File: src/rtl/led_channel_scanner_if.sv
// led_channel_scanner_if: channel data, mode controls and LED outputs of the scanner
interface led_channel_scanner_if #(
  parameter int N = 4,
  parameter int CHANNELS = 4,
  parameter int SEL_W = CHANNELS > 1 ? $clog2(CHANNELS) : 1
);
  logic [CHANNELS*N-1:0] i_ch_data;
  logic i_mode;
  logic [SEL_W-1:0] i_sel;
  logic i_freeze;
  logic i_step;
  logic [N-1:0] o_y;
  logic [SEL_W-1:0] o_ch;
  logic o_wrap;
  modport master (
    output i_ch_data, i_mode, i_sel, i_freeze, i_step,
    input o_y, o_ch, o_wrap
  );
  modport slave (
    input i_ch_data, i_mode, i_sel, i_freeze, i_step,
    output o_y, o_ch, o_wrap
  );
endinterface

File: src/rtl/led_channel_scanner.sv
// led_channel_scanner: registered manual/auto-scan channel selector driving the LED bank
module led_channel_scanner #(
  parameter int N = 4,
  parameter int CHANNELS = 4,
  parameter int DWELL = 4
) (
  input logic i_clk,
  input logic i_rst_n,
  led_channel_scanner_if.slave bus
);
  localparam int SEL_W = CHANNELS > 1 ? $clog2(CHANNELS) : 1;
  localparam int CW = DWELL > 1 ? $clog2(DWELL) : 1;
  localparam logic [SEL_W-1:0] CH_LAST = SEL_W'(CHANNELS - 1);
  localparam logic [CW-1:0] C_LAST = CW'(DWELL - 1);
  typedef enum logic [1:0] {MANUAL, AUTO_RUN, AUTO_HOLD} state_t;
  state_t r_state;
  logic [CW-1:0] r_c;
  logic [SEL_W-1:0] r_ch;
  logic [N-1:0] r_y;
  logic r_wrap;
  logic [N-1:0] w_ch_data [CHANNELS];
  logic w_auto;
  logic w_adv;
  logic w_sel_ok;
  logic [SEL_W-1:0] w_ch_inc;
  logic [SEL_W-1:0] w_next_ch;
  logic [CW-1:0] w_next_c;
  for (genvar g = 0; g < CHANNELS; g++) begin : g_ch
    assign w_ch_data[g] = bus.i_ch_data[g*N +: N];
  end
  // Behaviour on each edge follows the state registered on the previous edge
  assign w_auto = r_state != MANUAL;
  assign w_adv = w_auto && (bus.i_step || (r_state == AUTO_RUN && r_c == C_LAST));
  assign w_ch_inc = r_ch == CH_LAST ? '0 : r_ch + 1'b1;
  assign w_sel_ok = {1'b0, bus.i_sel} < (SEL_W + 1)'(CHANNELS);
  always_comb begin
    w_next_ch = !w_auto ? (w_sel_ok ? bus.i_sel : r_ch) : (w_adv ? w_ch_inc : r_ch);
    w_next_c = (!w_auto || w_adv) ? '0 : (r_state == AUTO_RUN ? r_c + 1'b1 : r_c);
  end
  always_ff @(posedge i_clk or negedge i_rst_n) begin
    if (!i_rst_n) begin
      r_state <= MANUAL;
      r_c <= '0;
      r_ch <= '0;
      r_y <= '0;
      r_wrap <= 1'b0;
    end else begin
      r_state <= !bus.i_mode ? MANUAL : (bus.i_freeze ? AUTO_HOLD : AUTO_RUN);
      r_c <= w_next_c;
      r_ch <= w_next_ch;
      r_y <= w_ch_data[w_next_ch];
      r_wrap <= w_adv && r_ch == CH_LAST;
    end
  end
  assign bus.o_y = r_y;
  assign bus.o_ch = r_ch;
  assign bus.o_wrap = r_wrap;
endmodule
File: src/flat_wrapper.sv
// flat-port wrapper written by rule: the top's interface ports become plain ports
module led_channel_scanner_flat 
#(
  parameter int N = 4,
  parameter int CHANNELS = 4,
  parameter int DWELL = 4
)
  (i_clk, i_rst_n, bus_i_ch_data, bus_i_mode, bus_i_sel, bus_i_freeze, bus_i_step, bus_o_y, bus_o_ch, bus_o_wrap);
  led_channel_scanner_if #(.N(N), .CHANNELS(CHANNELS)) bus_i ();
  input logic i_clk;
  input logic i_rst_n;
  input wire logic [$bits(bus_i.i_ch_data)-1:0] bus_i_ch_data;
  input wire logic [$bits(bus_i.i_mode)-1:0] bus_i_mode;
  input wire logic [$bits(bus_i.i_sel)-1:0] bus_i_sel;
  input wire logic [$bits(bus_i.i_freeze)-1:0] bus_i_freeze;
  input wire logic [$bits(bus_i.i_step)-1:0] bus_i_step;
  output wire logic [$bits(bus_i.o_y)-1:0] bus_o_y;
  output wire logic [$bits(bus_i.o_ch)-1:0] bus_o_ch;
  output wire logic [$bits(bus_i.o_wrap)-1:0] bus_o_wrap;
  assign bus_i.i_ch_data = bus_i_ch_data;
  assign bus_i.i_mode = bus_i_mode;
  assign bus_i.i_sel = bus_i_sel;
  assign bus_i.i_freeze = bus_i_freeze;
  assign bus_i.i_step = bus_i_step;
  assign bus_o_y = bus_i.o_y;
  assign bus_o_ch = bus_i.o_ch;
  assign bus_o_wrap = bus_i.o_wrap;
  led_channel_scanner #(.N(N), .CHANNELS(CHANNELS), .DWELL(DWELL)) u_core (.i_clk(i_clk), .i_rst_n(i_rst_n), .bus(bus_i));
endmodule
File: config.mk
export PLATFORM = sky130hd
export DESIGN_NAME = led_channel_scanner_flat
export DESIGN_NICKNAME = d
export VERILOG_FILES = /design/src/rtl/led_channel_scanner_if.sv /design/src/rtl/led_channel_scanner.sv /design/src/flat_wrapper.sv
export SDC_FILE = /design/constraint.sdc
export NUM_CORES = 1
export LEC_CHECK = 0
export ABC_AREA = 1
export BUFFER_PORTS_ARGS = -buffer_cell sky130_fd_sc_hd__buf_2
export CAP_MARGIN = 20
export CORE_MARGIN = 5
export CORE_UTILIZATION = 49
export CTS_CLUSTER_SIZE = 25
export DETAILED_ROUTE_END_ITERATION = 8
export PLACE_DENSITY = 0.91
export SKIP_LAST_GASP = 1
export SYNTH_ARGS = -nofsm -noshare
export SYNTH_HDL_FRONTEND = slang
export SYNTH_SLANG_ARGS = --single-unit
File: constraint.sdc
create_clock -name i_clk -period 2.1 [get_ports i_clk]
set_input_delay 0.315 -clock i_clk [delete_from_list [all_inputs] [get_ports i_clk]]
set_output_delay 0.315 -clock i_clk [all_outputs]
set_load 0.01 [all_outputs]
==> summary.txt, run 1 <==
Drt
  • ANT nets after route: 0
  • Remaining DRCs: 0
  • Drt first-iter violations: 11
  • WL/cell: 10.9 um
  • Routed vias: approximately 680
  • Routed wire length: between 1500 and 2000 um
  • DRT Pass-1 Iters: 4
  • Vias/cell: between 4 and 5

Yosys
  • Mapped Cells: 90
  • Part of the Yosys area used for sequential elements: 0.378
  • Ys Warns: 0
  • Flops & latches, synth: 11
  • Synthesized cell area: around 730 sq um
  • Post-synth cell types: 17
  • Avg Cell Area, Syn: 8.09 sq um
  • Synthesized Nets: about 120

Clocking
  • Worst-skew pair later-pin latency: 260 ps
  • Clock Path Buffers: 2
  • Clk sinks: 11
  • CTS tree: done
  • CTS H-tree depth: 1
  • Post-CTS sizing: 0
  • Setup Buffers After CTS: 0
  • Clock root cell: clkbuf_4
  • Worst-path clk slew: roughly 70 ps
  • CTS Buf Count: 3

Power and ir drop
  • Psw: ~180 uW
  • Seq pwr share: 0.443
  • Peak supply drop: between 0.3 and 0.4 mV
  • Comb power frac: 0.315
  • Clk pwr share: 0.242
  • Switch share: 0.319
  • Cell Pwr Density: between 600 and 700 nW/um^2
  • Int Power: between 300 and 400 uW
  • Leakage: 0.000544 uW

Worst setup path
  • Crit-path max FO: 9
  • Worst reg2reg path depth: 7
  • R2r setup slk: 680 ps
  • CP required: ~2300 ps
  • Crit end category: flip-flop
  • CP startpoint kind: flip-flop
  • Worst EP arrival: 1580 ps
  • Cells along the critical path: inv_4 -> nand2_4 -> or2_1 -> nand3_4 -> nand2_1 -> nand3_1 -> nand2_1
  • R2R Path End: u_core.bus.o_y[2]
  • Reg-to-reg startpoint: u_core.r_state[1]
  • Setup Crit Path Kind: reg -> reg
  • Slowest stage delay, CP: 420 ps
  • Slowest CP cell: dfrtp_1
  • Worst Setup SP: u_core.r_state[1]
  • Cell repeated most along the worst path: nand2_1

Layout
  • Most frequent cells in the layout: 29 x buf_2, 23 x inv_1, 17 x nand2_1
  • Layout Nets: ~150
  • Final core occ: 0.632
  • Area growth syn-to-layout: 26.1%
  • Fillers: between 100 and 150
  • Layout cells sized above 1: 0.341
  • Antenna fix cells: 0
  • Most common cell after layout, fill and taps aside: buf_2

Timing
  • Period minus WS final: between 1000 and 1500 ps
  • Tcrit/Tclk final: 0.678
  • Setup violators final: 0
  • Final hold violations: 0
  • Max Clock Skew: 5.05 ps
  • Max Slew Vio Count: 0
  • Setup TNS: 0 ps
  • Slew at the pin closest to its max-slew limit: between 300 and 400 ps
  • RSZ-0062 raised after global routing: false
  • Slew Limit Headroom: 0.786
  • Fmax: 0.702 GHz

Floorplanning
  • IO Pins: 30
  • Row cnt: 14
  • Die area: roughly 2400 sq um
  • Initial Util: 0.501
  • Die width: approximately 50 um
  • Core Footprint: about 1500 sq um
  • Die Span Y: slightly below 50 um

Place
  • Final HPWL DP: roughly 1300 um
  • Gpl congestion: 0.932
  • Port Buffer Count: 29

Global route
  • Initial antenna violation count: 0
  • GR Overflow Total: 0
  • Total track usage: 0.137
  • Vias in the first global route: 680
  • First-pass GRT wire length: 2680 um
  • Largest net degree at the start of global routing: 12

Worst hold path
  • Hold path endpoint: u_core.r_state[0]
  • Hold WC Path Type: in -> reg
  • Hold Crit Start: bus_i_freeze
  • Worst hold stages: 2

Flow run
  • Max-cap violations: 0

Status
  • Status: finished clean
==> power by group through the flow <==
| stage | Clock [uW] | Sequential, uW | Combinational, uW |
|---|---|---|---|
| after floorplan | 0 | 267 | 102 |
| after global placement | 0 | 254 | 173 |
| after detailed placement | 0 | 255 | 179 |
| after CTS | 143 | 251 | 181 |
| after global routing | 157 | 254 | 205 |
| final | 137 | 251 | 179 |
==> critical path: cells and delay by family (launching register included) <==
| family | cells | cell delay, ps |
|---|---|---|
| and+or+nand+nor | 6 | 810 |
| DFF | 1 | 420 |
| buffers and inverters | 1 | 90 |
==> registers in the layout, indices dropped and copies added (netlist names) <==
signal	cells
u_core.r_state	2
u_core.bus.o_wrap	1
u_core.bus.o_ch	2
u_core.r_c	2
u_core.bus.o_y	4
==> layout make-up <==
cell class	instances	area, sq um	share of cell area
Timing Repair Buffer	30	155	0.169
Clock buffer	4	26.3	0.0286
Multi-Input combinational cell	52	342	0.372
Sequential cell	11	275	0.300
Tap cell	16	20.0	0.0218
Inverter	26	100	0.109
==> layer usage <==
layer  share of wire  wire, um  track usage
met5               0         0            0
met4           0.018        27       0.0807
met3           0.077       116       0.0215
met2            0.51       768        0.220
met1            0.40       599        0.173
==> synthesized netlist by cell type <==
cell	count	area [sq um]
a21oi_1	2	10.0
buf_6	1	11.3
dfrtp_1	11	275
ha_1	2	25.0
inv_1	23	86.3
inv_2	2	7.51
inv_4	1	6.26
nand2_1	17	63.8
nand2_4	2	22.5
nand3_1	9	45.0
nand3_2	1	10.0
nand3_4	3	52.6
nand3b_1	2	15.0
nand4_1	9	56.3
nand4_4	1	21.3
nor2_1	2	7.51
or2_1	2	12.5
==> how the worst max path moves through the flow <==
stage,cells past startpoint,end,slack (ps)
2_1_floorplan,8,u_core.bus.o_y[0],810
3_3_place_gp,7,u_core.bus.o_y[3],730
3_5_place_dp,7,u_core.bus.o_y[2],690
4_1_cts,7,u_core.bus.o_y[2],680
5_1_grt,8,u_core.bus.o_y[2],540
6_report,7,u_core.bus.o_y[2],680
==> what timing repair did <==
item,CTS,global route
endpoints found under the setup margin,0,0
hold endpoints to repair,11,0
hold buffers,1,0
==> per-stage QoR <==
step                      area (sq um)  setup slack [ps]  instances  hold slack, ps  power (uW)
after detailed placement           882               693        134             187         434
after floorplan                    728               815         90            19.4         369
after CTS                          918               678        139             218         575
after global placement             882               728        134             185         427
after global routing               918               545        139             214         616
final                              918               676        139             222         568
==> cell families after synthesis <==
group / after synthesis / share of synthesized area
AND/OR/NAND/NOR: 48 / 0.421
buffers and inverters: 27 / 0.153
flip-flops: 11 / 0.378
AO/OA/AOI/OAI: 2 / 0.0137
adder cells (fa/ha/maj): 2 / 0.0344
No activity file was read; power rests on OpenSTA's default activity.
==> run 2: changes to the inputs <==
--- a/config.mk
+++ b/config.mk
@@ -9,10 +9,10 @@
 export BUFFER_PORTS_ARGS = -buffer_cell sky130_fd_sc_hd__buf_2
 export CAP_MARGIN = 20
 export CORE_MARGIN = 5
-export CORE_UTILIZATION = 49
+export CORE_UTILIZATION = 41
 export CTS_CLUSTER_SIZE = 25
 export DETAILED_ROUTE_END_ITERATION = 8
-export PLACE_DENSITY = 0.91
+export PLACE_DENSITY = 0.83
 export SKIP_LAST_GASP = 1
 export SYNTH_ARGS = -nofsm -noshare
 export SYNTH_HDL_FRONTEND = slang
==> constraint.sdc (replaced) <==
create_clock -name i_clk -period 1.2 [get_ports i_clk]
set_input_delay 0.18 -clock i_clk [delete_from_list [all_inputs] [get_ports i_clk]]
set_output_delay 0.18 -clock i_clk [all_outputs]
set_load 0.01 [all_outputs]
==> run 2 against run 1 <==
  * Register-to-register slack worse by 820 ps
  * Setup slack worse by 820 ps
  * Sequential cell count stayed put
  * Hold slack worse by 130 ps
  * Die area is 15% higher
  * Critical path depth stayed put
  * Final area is 22% higher
  * Combinational power is 140% higher
  * Final cell count is 19% higher
  * The flow now finishes with violations (setup timing)
  * Sequential power is 73% higher
  * Largest power group is now combinational cells
==> summary.txt, run 2 (synthesis results as in run 1) <==
Place
  • Post-Place Cells: between 150 and 200
  • Gpl congestion: a little over 0.9
  • Final HPWL DP: around 1500 um
  • Port Buffer Count: 29

Worst setup path
  • Crit path buffers/inverters: 1
  • Cells along the critical path: ha_2 -> nand3_4 -> nand4_4 -> buf_12 -> nand4_1 -> nand3_2 -> nand2_1
  • Crit-path max FO: 8
  • Worst reg2reg path depth: 7
  • Crit end category: flip-flop
  • Worst EP arrival: around 1600 ps
  • CP startpoint kind: flip-flop
  • Slowest stage delay, CP: just under 400 ps
  • Reg-to-reg startpoint: u_core.r_c[0]
  • Setup Crit Path Kind: reg -> reg
  • Slowest CP cell: dfrtp_1
  • R2R Path End: u_core.bus.o_y[2]
  • Critical path's top delay family: simple AND/OR/NAND/NOR gates
  • CP required: approximately 1400 ps
  • R2r setup slk: -150 ps

Drt
  • Vias/cell: ~4.8
  • Remaining DRCs: 0
  • WL/cell: ~12 um
  • ANT nets after route: 0
  • Drt first-iter violations: 19
  • Routed vias: ~790
  • Routed wire length: just over 2000 um
  • DRT Pass-1 Iters: 4

Floorplanning
  • Die area: ~2700 sq um
  • Initial Util: 0.426
  • Row cnt: 15
  • Die Span Y: roughly 52 um
  • IO Pins: 30
  • Core Footprint: between 1500 and 2000 sq um
  • Die width: ~52 um

Layout
  • Most frequent cells in the layout: 29 x buf_2, 22 x inv_1, 13 x buf_4
  • Final Non-Filler Cells: about 170
  • Antenna fix cells: 0
  • Layout Nets: between 150 and 200
  • Layout cells sized above 1: 0.500
  • Most common cell after layout, fill and taps aside: buf_2
  • Max FFs per register: 4
  • Area growth syn-to-layout: 54.0%

Timing
  • Final hold violations: 0
  • Max Slew Vio Count: 0
  • Period minus WS final: 1350 ps
  • Tcrit/Tclk final: 1.12
  • Slack of the critical path: -148 ps
  • Fmax: 0.742 GHz
  • Max Clock Skew: a little over 8 ps
  • Setup violators final: 5
  • Slew Limit Headroom: 0.837
  • RSZ-0062 raised after global routing: true
  • Slew at the pin closest to its max-slew limit: about 240 ps
  • Final hold slack: approximately 90 ps

Global route
  • Vias in the first global route: roughly 830
  • Initial antenna violation count: 0
  • Largest net degree at the start of global routing: 12
  • Total track usage: 0.167
  • First-pass GRT wire length: ~3400 um
  • GR Overflow Total: 0

Clocking
  • CTS tree: done
  • CTS H-tree depth: 1
  • Worst-path clk slew: around 70 ps
  • CTS Buf Count: 3
  • Clk sinks: 11
  • Clock root cell: clkbuf_4
  • Worst-skew pair later-pin latency: between 200 and 300 ps
  • Clock Path Buffers: 2

Power and ir drop
  • Seq pwr share: 0.385
  • Comb power frac: 0.387
  • Switch share: 0.340
  • Psw: roughly 380 uW
  • Clk pwr share: 0.228
  • Cell Pwr Density: between 1000 and 1500 nW/um^2
  • Peak supply drop: about 0.62 mV
  • Leakage: around 0.00064 uW
  • Int Power: between 700 and 800 uW

Worst hold path
  • Hold path endpoint: u_core.r_state[0]
  • Hold WC Path Type: in -> reg
  • Hold Crit Start: bus_i_freeze
  • Worst hold stages: 2

Status
  • Status: finished with violations
  • Failing checks: setup timing

Flow run
  • Max-cap violations: 0
[run 2: changes by cell type in the layout (fill, tap and decap cells not counted), sizes merged]
cell   change
buf       +15
nand3      +2
[run 2: per-layer routing]
metal,global-route usage,wire (um),vias up
met2,0.289,1050,41
met1,0.189,749,353
met5,0,0,-
met4,0.111,86,0
met3,0.0229,157,10
li1,-,-,390
[run 2: per-stage QoR]
step                      utilization  power [uW]  area, sq um  setup TNS [ps]  worst slack, ps
after floorplan                     -         646          728            -342            -85.5
after global placement          0.574         798          981            -401             -110
after detailed placement        0.574         813          981            -630             -171
after CTS                       0.634        1110         1080            -534             -139
after global routing            0.656        1200         1120            -961             -228
final                           0.656        1130         1120            -568             -148
[run 2: worst max path at each step]
stage / start / end / slack [ps] / depth (start not counted)
floorplan: u_core.r_state[1] / u_core.bus.o_y[0] / -90 / 8
global placement: u_core.r_state[1] / u_core.bus.o_y[0] / -110 / 8
global route: u_core.r_c[1] / u_core.bus.o_y[3] / -230 / 8
detailed placement: u_core.r_c[0] / u_core.bus.o_y[2] / -170 / 8
finish: u_core.r_c[0] / u_core.bus.o_y[2] / -150 / 7
CTS: u_core.r_c[1] / u_core.bus.o_y[3] / -140 / 8
[run 2: power by group through the flow]
stage / Sequential (uW) / Clock [uW] / Combinational (uW)
2_1_floorplan: 467 / 0 / 179
3_3_place_gp: 442 / 0 / 356
3_5_place_dp: 443 / 0 / 370
4_1_cts: 436 / 267 / 404
5_1_grt: 439 / 276 / 485
6_report: 435 / 257 / 437
[run 2: area by class of cell]
class / instances / area, sq um
flip-flops and latches: 11 / 275
multi-input cells: 54 / 402
inverters: 26 / 103
fillers: 145 / 587
clock buffers: 4 / 26.3
well taps: 25 / 31.3
repair buffers: 45 / 284
[run 2: what timing repair did]
action,CTS,global route
setup endpoints to repair,6,6
gates cloned,2,0
pin swaps,5,5
endpoints found under the hold margin,11,0
hold buffers,1,0
buffers inserted,3,2
resized for setup,6,8
